<file path="config.mk">
export PLATFORM = sky130hd
export DESIGN_NAME = ro_counter_ctrl
export DESIGN_NICKNAME = d
export VERILOG_FILES = /design/src/rtl/ro_counter_ctrl_pkg.sv /design/src/rtl/ro_counter_ctrl_edge.sv /design/src/rtl/ro_counter_ctrl.sv
export SDC_FILE = /design/constraint.sdc
export NUM_CORES = 1
export LEC_CHECK = 0
export CAP_MARGIN = 20
export CORE_UTILIZATION = 45
export CTS_CLUSTER_SIZE = 40
export DETAILED_ROUTE_END_ITERATION = 10
export PLACE_DENSITY = 0.63
export SLEW_MARGIN = 20
export SYNTH_ARGS = -nofsm -noshare
export SYNTH_HDL_FRONTEND = slang
export SYNTH_SLANG_ARGS = --single-unit
</file>
<file path="constraint.sdc">
create_clock -name clk -period 3.45 [get_ports clk]
set_input_delay 0.69 -clock clk [delete_from_list [all_inputs] [get_ports clk]]
set_output_delay 0.69 -clock clk [all_outputs]
set_load 0.01 [all_outputs]
</file>
<file path="src/rtl/ro_counter_ctrl_pkg.sv">
// Shared definitions for the RO PUF counter controller: the FSM state
// encodings seen by the requester, the DONE code it compares against, and
// the default sizing of the measurement datapath.
package ro_counter_ctrl_pkg;

    // Default sizing; the top module exposes these as overridable parameters.
    localparam int WINDOW_CYCLES_DEF = 1024;
    localparam int CNT_W_DEF         = 16;
    localparam int SEL_W_DEF         = 7;

    // Encodings are visible on counter_ctrl_state, so they are fixed values.
    typedef enum logic [1:0] {
        ST_IDLE    = 2'b00,
        ST_COUNT   = 2'b01,
        ST_COMPARE = 2'b10,
        ST_DONE    = 2'b11
    } ctrl_state_t;

    // Value of counter_ctrl_state that tells the requester sig_bit is valid.
    localparam logic [1:0] CTRL_DONE = 2'b11;

    // Width of a timer that counts 0 .. window-1; never narrower than 1 bit.
    function automatic int timer_width(input int window);
        int w;
        w = $clog2(window);
        if (w < 1) begin
            w = 1;
        end
        return w;
    endfunction

endpackage

</file>
<file path="src/rtl/ro_counter_ctrl_edge.sv">
// Ring-oscillator edge counter. The RO is asynchronous to clk, so it is
// brought in through two synchronizer flops; a third history flop turns the
// synchronized level into a one-cycle pulse per rising edge. The counter
// saturates instead of wrapping so an over-fast oscillator can never look
// slower than it is.
module ro_edge_counter
    import ro_counter_ctrl_pkg::*;
#(
    parameter int CNT_W = CNT_W_DEF
) (
    input  logic             clk,
    input  logic             rst,    // asynchronous, active-low
    input  logic             ro,     // raw oscillator output
    input  logic             clr,    // synchronous clear, wins over en
    input  logic             en,     // count enable (COUNT window)
    output logic [CNT_W-1:0] count
);

    localparam logic [CNT_W-1:0] CNT_MAX = {CNT_W{1'b1}};
    localparam logic [CNT_W-1:0] CNT_ONE = CNT_W'(1);

    logic sync1;
    logic sync2;
    logic hist;
    logic edge_pulse;

    // Synchronizer and history flops run continuously so no false edge
    // appears when a window opens.
    always_ff @(posedge clk or negedge rst) begin
        if (!rst) begin
            sync1 <= 1'b0;
            sync2 <= 1'b0;
            hist  <= 1'b0;
        end else begin
            sync1 <= ro;
            sync2 <= sync1;
            hist  <= sync2;
        end
    end

    assign edge_pulse = sync2 & ~hist;

    // Saturating edge counter: clear has priority, then count enabled edges.
    always_ff @(posedge clk or negedge rst) begin
        if (!rst) begin
            count <= '0;
        end else if (clr) begin
            count <= '0;
        end else if (en && edge_pulse && (count != CNT_MAX)) begin
            count <= count + CNT_ONE;
        end
    end

endmodule

</file>
<file path="src/rtl/ro_counter_ctrl.sv">
// Responder side of the roen / counter_ctrl_state handshake for the RO PUF
// bit generator. On request it counts rising edges of the two selected ring
// oscillators over a fixed window, compares them and presents one signature
// bit, then advances the RO-pair select once the requester releases roen.
//
// Handshake (4-phase, level): the requester raises roen and keeps it high.
// The responder moves IDLE -> COUNT -> COMPARE -> DONE and shows 2'b11 on
// counter_ctrl_state while sig_bit is valid; it holds 2'b11 for as long as
// roen stays high. Dropping roen in DONE completes the bit (IDLE, ro_sel+1);
// dropping it during COUNT aborts the measurement with no bit produced.
module ro_counter_ctrl
    import ro_counter_ctrl_pkg::*;
#(
    parameter int WINDOW_CYCLES = WINDOW_CYCLES_DEF,
    parameter int CNT_W         = CNT_W_DEF,
    parameter int SEL_W         = SEL_W_DEF
) (
    input  logic             clk,
    input  logic             rst,                 // asynchronous, active-low
    input  logic             roen,                // measurement request
    input  logic             ro_a,                // oscillator A, async
    input  logic             ro_b,                // oscillator B, async
    output logic [1:0]       counter_ctrl_state,  // current FSM state
    output logic             sig_bit,             // valid in DONE
    output logic [SEL_W-1:0] ro_sel               // RO-pair mux select
);

    localparam int                 TIMER_W    = timer_width(WINDOW_CYCLES);
    localparam logic [TIMER_W-1:0] TIMER_LAST = TIMER_W'(WINDOW_CYCLES - 1);
    localparam logic [TIMER_W-1:0] TIMER_ONE  = TIMER_W'(1);
    localparam logic [SEL_W-1:0]   SEL_ONE    = SEL_W'(1);

    ctrl_state_t        state;
    ctrl_state_t        state_next;
    logic [TIMER_W-1:0] timer;
    logic               window_end;
    logic               cnt_clr;
    logic               cnt_en;
    logic               sel_adv;
    logic [CNT_W-1:0]   cnt_a;
    logic [CNT_W-1:0]   cnt_b;

    assign window_end = (timer == TIMER_LAST);

    // State register; the state itself is the registered handshake output.
    always_ff @(posedge clk or negedge rst) begin
        if (!rst) begin
            state <= ST_IDLE;
        end else begin
            state <= state_next;
        end
    end

    // Next-state and control decode. Counters are cleared in IDLE and on the
    // abort edge so a restarted measurement always begins from zero.
    always_comb begin
        state_next = state;
        cnt_clr    = 1'b0;
        cnt_en     = 1'b0;
        sel_adv    = 1'b0;
        case (state)
            ST_IDLE: begin
                cnt_clr = 1'b1;
                if (roen) begin
                    state_next = ST_COUNT;
                end
            end
            ST_COUNT: begin
                if (!roen) begin
                    state_next = ST_IDLE;
                    cnt_clr    = 1'b1;
                end else begin
                    cnt_en = 1'b1;
                    if (window_end) begin
                        state_next = ST_COMPARE;
                    end
                end
            end
            ST_COMPARE: begin
                state_next = ST_DONE;
            end
            ST_DONE: begin
                if (!roen) begin
                    state_next = ST_IDLE;
                    sel_adv    = 1'b1;
                end
            end
            default: begin
                state_next = ST_IDLE;
            end
        endcase
    end

    // Window timer: runs 0 .. WINDOW_CYCLES-1 while counting, zero otherwise.
    always_ff @(posedge clk or negedge rst) begin
        if (!rst) begin
            timer <= '0;
        end else if ((state == ST_COUNT) && roen && !window_end) begin
            timer <= timer + TIMER_ONE;
        end else begin
            timer <= '0;
        end
    end

    ro_edge_counter #(
        .CNT_W (CNT_W)
    ) u_cnt_a (
        .clk   (clk),
        .rst   (rst),
        .ro    (ro_a),
        .clr   (cnt_clr),
        .en    (cnt_en),
        .count (cnt_a)
    );

    ro_edge_counter #(
        .CNT_W (CNT_W)
    ) u_cnt_b (
        .clk   (clk),
        .rst   (rst),
        .ro    (ro_b),
        .clr   (cnt_clr),
        .en    (cnt_en),
        .count (cnt_b)
    );

    // Signature bit: captured once in COMPARE, ties resolve to 0, held after.
    always_ff @(posedge clk or negedge rst) begin
        if (!rst) begin
            sig_bit <= 1'b0;
        end else if (state == ST_COMPARE) begin
            sig_bit <= (cnt_a > cnt_b);
        end
    end

    // RO-pair select: advances only when a completed bit is released.
    // The following IDLE cycle plus the synchronizer depth let the muxes
    // settle before the next window starts counting.
    always_ff @(posedge clk or negedge rst) begin
        if (!rst) begin
            ro_sel <= '0;
        end else if (sel_adv) begin
            ro_sel <= ro_sel + SEL_ONE;
        end
    end

    assign counter_ctrl_state = state;

endmodule

</file>
==> results of run 1 <==
==> registers in the layout (all words and copies together), names as in the netlist, named ones only <==
name,cells
u_cnt_a.count,16
u_cnt_b.count,16
timer,10
ro_sel,7
counter_ctrl_state,1
sig_bit,1
u_cnt_a.hist,1
u_cnt_a.sync1,1
u_cnt_a.sync2,1
u_cnt_b.hist,1
u_cnt_b.sync1,1
u_cnt_b.sync2,1
==> how the worst max path moves through the flow <==
stage	startpoint	slack (ps)	endpoint	depth (start not counted)
2_1_floorplan	roen	1440	u_cnt_a.count[11]	5
3_3_place_gp	roen	600	u_cnt_b.count[13]	5
3_5_place_dp	roen	510	u_cnt_b.count[15]	5
4_1_cts	roen	870	u_cnt_b.count[15]	5
5_1_grt	roen	770	u_cnt_b.count[15]	5
6_report	roen	880	u_cnt_b.count[15]	5
==> cell type report <==
class / instances / area (sq um) / share of cell area [%]
Clock buffer: 9 / 124 / 3.27
Tap cell: 96 / 120 / 3.17
Clock inverter: 7 / 118 / 3.10
Inverter: 19 / 71.3 / 1.88
Timing Repair Buffer: 17 / 158 / 4.16
Sequential cell: 58 / 1450 / 38.3
Multi-Input combinational cell: 256 / 1750 / 46.2
==> report_power, final <==
part           leakage [nW]  switching, mW  internal, mW
clock network         0.123          0.290         0.479
registers             0.790         0.0167         0.695
logic                 0.673         0.0508        0.0366
total                  1.59          0.358          1.21
==> per-layer routing <==
metal / part of all wire, % / routed length (um) / vias to the layer above
li1: - / - / 1336
met1: 50 / 3390 / 1287
met2: 45 / 3080 / 41
met3: 3.6 / 248 / 11
met4: 1.8 / 122 / 0
met5: 0 / 0 / -
==> cells in the final DEF (no fill, tap or decap), types with 3 or more instances in the layout <==
| cell | count |
|---|---|
| nor2_1 | 19 |
| a41o_1 | 3 |
| nand2b_1 | 3 |
| or3_1 | 6 |
| nand3_1 | 21 |
| buf_4 | 3 |
| inv_1 | 19 |
| xnor2_1 | 6 |
| bufinv_16 | 3 |
| and4_1 | 8 |
| clkbuf_8 | 9 |
| mux2i_1 | 8 |
| nand2_1 | 30 |
| or4_1 | 17 |
| nand4_1 | 15 |
| nor4_1 | 5 |
| o31ai_1 | 11 |
| clkdlybuf4s50_1 | 13 |
| o21ai_0 | 7 |
| a21o_1 | 4 |
| a21oi_1 | 19 |
| o211ai_1 | 6 |
| xor2_1 | 8 |
| nor2b_1 | 4 |
| nor3_1 | 9 |
| ha_1 | 20 |
| dfrtp_1 | 58 |
==> logic make-up (layout without fill, tap and decap cells) <==
kind of cell	count (synthesis)	count (layout)
AND/OR/NAND/NOR	152	152
buffers and inverters	30	52
flip-flops	58	58
XOR/XNOR	14	14
AO/OA/AOI/OAI	61	61
adder cells (fa/ha/maj)	20	20
multiplexers	9	9
==> metrics by stage <==
stage / area [sq um] / instances / total power [mW] / hold WS (ps) / utilization [%]
after global routing: 3790 / 462 / 1.64 / 352 / 54.3
after CTS: 3790 / 462 / 1.59 / 351 / 54.3
after floorplan: 3330 / 344 / 0.762 / 331 / -
final: 3790 / 462 / 1.57 / 351 / 54.3
after detailed placement: 3550 / 446 / 0.815 / 340 / 50.9
after global placement: 3550 / 446 / 0.813 / 333 / 50.9
==> flow_metrics.tcl, run 1 <==
set metrics [dict create \
    maxSlewHeadroom_pct 45.8 \
    cp_max_fo 15 \
    main_combinational_cell_family_by_area_after_synthesis "simple AND/OR/NAND/NOR gates" \
    synth_top_area_cell "dfrtp_1" \
    worst_case_setup_slack_after_placement_ps 514 \
    number_of_global_route_vias_before_repair 2477 \
    timing.critical_path.cells "clkdlybuf4s50_1, nand3b_4, or4_1, or4_1, a21oi_1" \
    synthAdderAreaFrac_pct 7.52 \
    fraction_of_met2_tracks_used_by_global_routing_pct 30.7 \
    vias 2675 \
    worstRegToRegCells 5 \
    asyncSetResetFlopFracSynth_pct 100 \
    slew_viol_final 0 \
    post-cts-setup-buffers 0 \
    finClkSkew_ps 5.20 \
    yosys.area_share.xor_xnor_pct 3.69 \
    cts_inserted_buffers 9 \
    synth_top_cells_by_area "dfrtp_1, ha_1, or4_1, nand2_1, nand3_1" \
    detailedRoute.firstPassIterationCount 5 \
    clock_latency_on_the_worst_skew_pair_ps 340 \
    grt_setup_unrepaired "no" \
    grt_pass1_wl_um 11800 \
    crit_path_frequent_cell "or4_1" \
    fin_tns_setup_ps 0 \
    die_w_um 88.0 \
    synth-simple-area-share_pct 26.4 \
    cell_chosen_for_the_clock_root "clkbuf_8" \
    finalWorstSetupSlack_ps 879 \
    worstHoldEndpoint "u_cnt_b.sync2" \
    power.density_cell_area_mw_per_mm2 413 \
    worstReg2RegEnd "u_cnt_a.count[12]" \
    max_slew.worst_pin.slew_ps 814 \
    core_area_sq_mm 0.00698 \
    leakage_power_nw 1.59 \
    synth.mux.area_fraction_pct 2.75 \
    power.ir.vdd_worst_uv 209 \
    detail_route.vias_per_cell 5.79 \
    hold_path.class "register to register" \
    synth_most_common_cell "dfrtp_1" \
    report.final.hold_viol_count 0 \
    layout.filler_cells 653 \
    synthesized_area_fraction_occupied_by_ao_oa_aoi_and_oai_cells_pct 12.2 \
    grt.met3_usage_pct 3.96 \
    wl_um 6850 \
    pin_count 15 \
    critical_path_buf_inv_count 1 \
    routabilityCongestion 0.780 \
    num_rows 30 \
    synth.lib_cells_used.distinct 46 \
    timing.max_cap.violations 0 \
    postSynth.topFlopCell "dfrtp_1" \
    cts-hold-fix-buffers 0 \
    initial_core_util_pct 47.6 \
    synth.top_cells.by_count "dfrtp_1, nand2_1, nand3_1, a21oi_1, ha_1" \
    area_delta_synth_final_pct 14.1 \
    htree_levels 3 \
    syn_area_sq_mm 0.00333 \
    setup.worst_path.start_class "primary input" \
    cpMaxStageDelayCell "or4_1" \
    chipHeight_um 88.0 \
    globalRouteOverflowTotal 0 \
    finalWorstPathRequiredPeriod_ps 2570 \
    grt_util_met1_pct 27.7 \
    wl_per_cell_um 14.8 \
    drc 0 \
    clkSlewWorstSetupHoldPaths_ps 70 \
    clock_sink_count 58 \
    worst_hold_path_depth 0 \
    grtUsageTotal_pct 20.1 \
    antenna_found_initial 0 \
    ctsResizeCount 0 \
    final-setup-viol-count 0 \
    worst_hold_startpoint "u_cnt_b.sync1" \
    max_stage_delay_ps 670 \
    yosys_register_bits 58 \
    regToRegStartpoint "u_cnt_a.count[0]" \
    data_arrival_time_at_the_worst_slack_endpoint_ps 2840 \
    drtAntennaViolNets 0 \
    cp_top_family "simple AND/OR/NAND/NOR gates" \
    gr-max-usage-layer "met2" \
    syn-num-nets 369 \
    timing_worst_setup_path_type "primary input to register" \
    antenna_cells_inserted 0 \
    die_area_sq_mm 0.00774 \
    timing.fmax_mhz 389 \
    clockBufferDepth 2 \
    synth_seq_area_share_pct 43.6 \
    tritoncts "yes" \
    final_layout_size_suffix_gt1_share_pct 7.65 \
    synth_top_area_share_pct 43.6 \
    mean_instance_size_in_the_synthesized_netlist_sq_um 9.67 \
    layout_worst_path_cycle_share_pct 74.5 \
    run_status "completed" \
    worst_setup_path_end_kind "register" \
    post_synth_inst_count 344 \
    iteration_0_drc_count_of_the_detailed_router 126 \
    timing.reg2reg.setup_slack_ps 1300 \
    post-dp-hpwl_um 4860 \
    ys.warnings.count 0 \
    critical_path_required_ps 3710 \
    synth-edff-count 0 \
    nets 386 \
    pin_count_of_the_biggest_net_entering_global_routing 37 \
    portBuffers 14 \
]
No activity file was read; power rests on OpenSTA's default activity.
==> run 2, diff against run 1 <==
--- a/config.mk
+++ b/config.mk
@@ -9,7 +9,7 @@
 export CORE_UTILIZATION = 45
 export CTS_CLUSTER_SIZE = 40
 export DETAILED_ROUTE_END_ITERATION = 10
-export PLACE_DENSITY = 0.63
+export PLACE_DENSITY = 0.66
 export SLEW_MARGIN = 20
 export SYNTH_ARGS = -nofsm -noshare
 export SYNTH_HDL_FRONTEND = slang
==> constraint.sdc (replaced) <==
create_clock -name clk -period 2.1 [get_ports clk]
set_input_delay 0.42 -clock clk [delete_from_list [all_inputs] [get_ports clk]]
set_output_delay 0.42 -clock clk [all_outputs]
set_load 0.01 [all_outputs]
==> run 2 against run 1 <==
  * Sequential cell count did not move
  * Critical path depth rose by 1
  * Die area unchanged
  * Hold slack got worse by 300 ps
  * Global-route usage rose by 0.92 points
  * Critical endpoint is now u_cnt_a.count[8]
  * Largest cell class unchanged
  * Largest power group is now sequential cells
  * Highest routed layer unchanged
==> flow_metrics.tcl, run 2 (synthesis gave the netlist of run 1 again) <==
set metrics [dict create \
    detailedRoute.firstPassIterationCount 4 \
    hold_path.class "primary input to asynchronous set/reset pin" \
    worstRegToRegCells 5 \
    cpMaxStageDelayCell "or4_1" \
    reg_top3 "u_cnt_a.count x16, u_cnt_b.count x16, timer x10" \
    final_layout_size_suffix_gt1_share_pct 15.8 \
    vias 2826 \
    power.ir.vdd_worst_uv 358 \
    area_delta_synth_final_pct 21.0 \
    clock_sink_count 58 \
    clock_latency_on_the_worst_skew_pair_ps 340 \
    finalWorstPathRequiredPeriod_ps 2010 \
    data_arrival_time_at_the_worst_slack_endpoint_ps 2260 \
    layout.filler_cells 654 \
    number_of_global_route_vias_before_repair 2662 \
    cp_max_fo 8 \
    post-dp-hpwl_um 5310 \
    leakage_power_nw 1.73 \
    timing.max_cap.violations 0 \
    num_rows 30 \
    cts_inserted_buffers 9 \
    multiInputGateArea_sq_mm 0.00176 \
    finalInstanceArea_sq_mm 0.00403 \
    tritoncts "yes" \
    pin_count 15 \
    report.final.hold_viol_count 0 \
    antenna_found_initial 0 \
    maxSlewHeadroom_pct 65.3 \
    grtUsageTotal_pct 21.0 \
    chipHeight_um 88.0 \
    iteration_0_drc_count_of_the_detailed_router 140 \
    power.density_cell_area_mw_per_mm2 593 \
    fin_total_pwr_mw 2.39 \
    die_area_sq_mm 0.00774 \
    grt_setup_unrepaired "no" \
    run_status "completed" \
    core_area_sq_mm 0.00698 \
    timing.fmax_mhz 499 \
    grt_pass1_wl_um 12400 \
    portBuffers 14 \
    max_stage_delay_ps 540 \
    worst_setup_path_end_kind "register" \
    detail_route.vias_per_cell 5.72 \
    clockBufferDepth 2 \
    slew_viol_final 0 \
    layout_worst_path_cycle_share_pct 95.5 \
    cell_chosen_for_the_clock_root "clkbuf_8" \
    critical_path_required_ps 2360 \
    antenna_cells_inserted 0 \
    crit_path_frequent_cell "or4_1" \
    pin_count_of_the_biggest_net_entering_global_routing 25 \
    critical_path_buf_inv_count 2 \
    wl_um 7180 \
    wl_per_cell_um 14.5 \
    initial_core_util_pct 47.6 \
    area.sequential_sq_mm 0.00145 \
    routabilityCongestion 0.824 \
    dpl.cell_count 478 \
    globalRouteOverflowTotal 0 \
    finalHoldWorstSlack_ps 46.3 \
    drtAntennaViolNets 0 \
    htree_levels 3 \
    most_common_cell_after_layout_fill_and_taps_aside "dfrtp_1" \
    drc 0 \
    finClkSkew_ps 7.92 \
    clkSlewWorstSetupHoldPaths_ps 70 \
    cp_top_family "simple AND/OR/NAND/NOR gates" \
    placed_instance_area_sq_mm 0.00382 \
    max_slew.worst_pin.slew_ps 520 \
    layout.cells.most_common_list "dfrtp_1, buf_4, nand2_1" \
    finish.cell_count_without_fillers 494 \
    nets 418 \
    cp_num_cells 6 \
    timing_worst_setup_path_type "primary input to register" \
    cts-hold-fix-buffers 0 \
    timing.critical_path.cells "clkdlybuf4s50_1, nand3b_4, buf_4, or4_1, or4_1, o21ai_0" \
    die_w_um 88.0 \
    setup.worst_path.start_class "primary input" \
    final-setup-viol-count 0 \
]
-- run 2: final cells by class --
| cell class | count | share of cell area [%] |
|---|---|---|
| clock buffer | 11 | 3.51 |
| timing repair buffer | 49 | 10.5 |
| inverter | 19 | 1.77 |
| tap | 96 | 2.98 |
| clock inverter | 5 | 1.34 |
| multi-input combinational | 256 | 43.8 |
| sequential | 58 | 36.1 |
-- run 2: worst paths after layout --
path,start,end,slack [ps]
max,roen,u_cnt_a.count[8],90
min,rst,timer[0],50
max reg2reg,u_cnt_a.count[0],u_cnt_a.count[12],150
min reg2reg,u_cnt_b.sync1,u_cnt_b.sync2,350
max in group asynchronous,rst,u_cnt_b.count[12],1470
min in group clk,u_cnt_b.sync1,u_cnt_b.sync2,350
-- run 2: per-stage QoR --
step	TNS, ps	util, %	setup WS [ps]
final	0	57.7	94.9
after global routing	0	57.7	17.5
after CTS	0	57.5	56.0
after detailed placement	-3530	54.7	-276
after global placement	-2790	54.7	-240
after floorplan	0	-	160
-- run 2: worst reg2reg max path: stages (launching register included) --
cell     delay, ps
dfrtp_1        350
ha_1           220
nand4_2        180
or4_4          580
or4_1          400
a21oi_1        150
-- run 2: where the power goes --
part,total [mW],internal [mW],switching [mW]
clock,1.05,0.577,0.469
combinational,0.180,0.0851,0.0947
sequential,1.16,1.14,0.0224
-- run 2: routing by layer --
| metal | GRT usage [%] | vias to the layer above | routed length, um | part of all wire, % |
|---|---|---|---|---|
| li1 | - | 1394 | - | - |
| met1 | 28.5 | 1360 | 3550 | 49 |
| met2 | 31.9 | 55 | 3250 | 45 |
| met3 | 5.09 | 17 | 242 | 3.4 |
| met4 | 9.24 | 0 | 142 | 2.0 |
| met5 | 0 | - | 0 | 0 |
-- run 2: repair_timing --
item,4_1_cts,5_1_grt
gates resized for setup,0,4
buffers inserted,0,0
setup endpoints to repair,0,3
==> run 3, diff against run 2 <==
--- a/config.mk
+++ b/config.mk
@@ -10,6 +10,7 @@
 export CTS_CLUSTER_SIZE = 40
 export DETAILED_ROUTE_END_ITERATION = 10
 export PLACE_DENSITY = 0.66
+export SKIP_CTS_REPAIR_TIMING = 1
 export SLEW_MARGIN = 20
 export SYNTH_ARGS = -nofsm -noshare
 export SYNTH_HDL_FRONTEND = slang
==> constraint.sdc (replaced) <==
create_clock -name clk -period 1.7 [get_ports clk]
set_input_delay 0.34 -clock clk [delete_from_list [all_inputs] [get_ports clk]]
set_output_delay 0.34 -clock clk [all_outputs]
set_load 0.01 [all_outputs]
==> run 3 against run 2 <==
  * The flow now finishes with violations (negative hold slack, negative setup slack)
  * Clock power grew 37%
  * First-iteration DRC count down 24%
  * Global-route usage increased by 2.3 points
  * Sequential power up 24%
  * Routed wire length up 24%
  * Highest routed layer unchanged
==> flow_metrics.tcl, run 3 (synthesis gave the netlist of run 1 again) <==
set metrics [dict create \
    run_status "finished with violations" \
    violated_checks "negative hold slack, negative setup slack" \
    crit_path_frequent_cell "buf_4" \
    reg_top3 "u_cnt_a.count x16, u_cnt_b.count x16, timer x10" \
    slew_viol_final 0 \
    layout.filler_cells 524 \
    detail_route.vias_per_cell 5.57 \
    power.ir.vdd_worst_uv 441 \
    wl_per_cell_um 16.1 \
    finalInstanceArea_sq_mm 0.00484 \
    cpMaxStageDelayCell "or4_1" \
    die_area_sq_mm 0.00774 \
    timing.reg2reg.setup_slack_ps -140 \
    leakage_power_nw 2.21 \
    worstRegToRegCells 8 \
    drc 0 \
    core_area_sq_mm 0.00698 \
    clockBufferDepth 2 \
    chipHeight_um 88.0 \
    pwr-share-clk_pct 45.9 \
    worst_setup_path_end_kind "register" \
    grtUsageTotal_pct 23.3 \
    antenna_cells_inserted 0 \
    hold_path.class "primary input to asynchronous set/reset pin" \
    nets 475 \
    num_rows 30 \
    relative_contribution_of_sequential_cells_to_total_power_pct 45.7 \
    regToRegStartpoint "u_cnt_b.count[1]" \
    pin_count_of_the_biggest_net_entering_global_routing 59 \
    timing.max_cap.violations 0 \
    data_arrival_time_at_the_worst_slack_endpoint_ps 2060 \
    layout_worst_path_cycle_share_pct 108 \
    clock_latency_on_the_worst_skew_pair_ps 360 \
    worstReg2RegEnd "sig_bit" \
    cell_chosen_for_the_clock_root "clkbuf_8" \
    finClkSkew_ps 10.9 \
    setup.worst_path.start_class "register" \
    max_stage_delay_ps 410 \
    combinationalPowerShare_pct 8.4 \
    power.density_cell_area_mw_per_mm2 649 \
    finalWorstPathRequiredPeriod_ps 1840 \
    final-setup-viol-count 24 \
    grt_pass1_wl_um 13600 \
    placed_instance_area_sq_mm 0.00420 \
    timing_worst_setup_path_type "register to register" \
    cp_max_fo 3 \
    timing.fmax_mhz 543 \
    power_switching_mw 0.774 \
    pin_count 15 \
    switching_share_pct 24.6 \
    wl_um 8880 \
    max_slew.worst_pin.slew_ps 427 \
    die_w_um 88.0 \
    portBuffers 14 \
    tritoncts "yes" \
    maxSlewHeadroom_pct 71.3 \
    report.final.hold_viol_count 31 \
    area_delta_synth_final_pct 45.7 \
    globalRouteOverflowTotal 0 \
    initial_core_util_pct 47.6 \
    number_of_global_route_vias_before_repair 2899 \
    most_common_cell_after_layout_fill_and_taps_aside "buf_4" \
    antenna_found_initial 0 \
    power_report.internal_total_mw 2.37 \
    clock_sink_count 58 \
    post-dp-hpwl_um 5610 \
    htree_levels 3 \
    grt_setup_unrepaired "yes" \
    final_layout_size_suffix_gt1_share_pct 37.6 \
    iteration_0_drc_count_of_the_detailed_router 107 \
    cts_inserted_buffers 9 \
    vias 3068 \
    routabilityCongestion 0.838 \
    layout.core_utilization_pct 69.4 \
    drtAntennaViolNets 0 \
    detailedRoute.firstPassIterationCount 4 \
    finalHoldWorstSlack_ps -26.5 \
    timing.critical_path.cells "buf_4, buf_4, inv_1, ha_1, nand4_1, or4_1, mux2i_1, a31oi_1" \
    finalWorstSetupSlack_ps -140 \
    critical_path_required_ps 1920 \
    layout.cells.most_common_list "buf_4, dfrtp_1, nand2_1" \
    clkSlewWorstSetupHoldPaths_ps 70 \
]
==> run 3: cell types whose count changed in the layout (fill, tap and decap cells not counted), sizes merged <==
| cell | previous run | this run |
|---|---|---|
| buf | 36 | 93 |
| bufinv | 1 | 2 |
| clkbuf | 11 | 10 |
| clkdlybuf4s50 | 13 | 10 |
| dlymetal6s2s | 0 | 3 |
==> run 3: how the worst max path moves through the flow <==
stage	startpoint	to	slack (ps)	depth (start not counted)
3_5_place_dp	roen	u_cnt_b.count[13]	-510	5
4_1_cts	u_cnt_a.count[1]	u_cnt_a.count[12]	-210	5
6_report	u_cnt_b.count[1]	sig_bit	-140	8
5_1_grt	u_cnt_b.count[1]	sig_bit	-240	8
2_1_floorplan	register	u_cnt_a.count[11]	-110	6
3_3_place_gp	roen	u_cnt_b.count[13]	-450	5
==> run 3: final cells by class <==
class,count,area (sq um),area share [%]
tap,96,120,2.48
clock buffer,10,128,2.63
clock inverter,6,91.3,1.89
inverter,19,71.3,1.47
multi-input combinational,256,2060,42.5
sequential,58,1460,30.1
timing repair buffer,106,915,18.9
==> run 3: routing by layer <==
layer	GRT usage (%)	vias up	share of wire, %
li1	-	1513	-
met1	31.7	1503	46
met2	36.6	40	50
met3	5.37	12	2.8
met4	7.60	0	1.2
met5	0	-	0
==> run 3: metrics by stage <==
stage | setup TNS [ps] | setup slack [ps] | total power, mW | instances
finish | -1460 | -140 | 3.14 | 551
global route | -3980 | -243 | 3.26 | 551
CTS | -2800 | -213 | 3.14 | 534
detailed placement | -10840 | -514 | 1.70 | 518
global placement | -9580 | -453 | 1.70 | 518
floorplan | -908 | -114 | 1.55 | 344
==> run 3: power by group through the flow <==
| stage | Sequential [mW] | Clock [mW] | Combinational, mW |
|---|---|---|---|
| after floorplan | 1.47 | 0 | 0.0811 |
| after global placement | 1.46 | 0 | 0.232 |
| after detailed placement | 1.46 | 0 | 0.238 |
| after CTS | 1.44 | 1.47 | 0.239 |
| after global routing | 1.44 | 1.53 | 0.290 |
| final | 1.44 | 1.44 | 0.264 |
==> run 3: worst max-delay path, delay by kind of cell, from the launching register on <==
kind | cells | cell delay (ps)
and+or+nand+nor | 2 | 550
DFF | 1 | 390
adders and majority gates | 1 | 300
buffers and inverters | 3 | 270
muxes | 1 | 140
AOI/OAI and AO/OA | 1 | 60
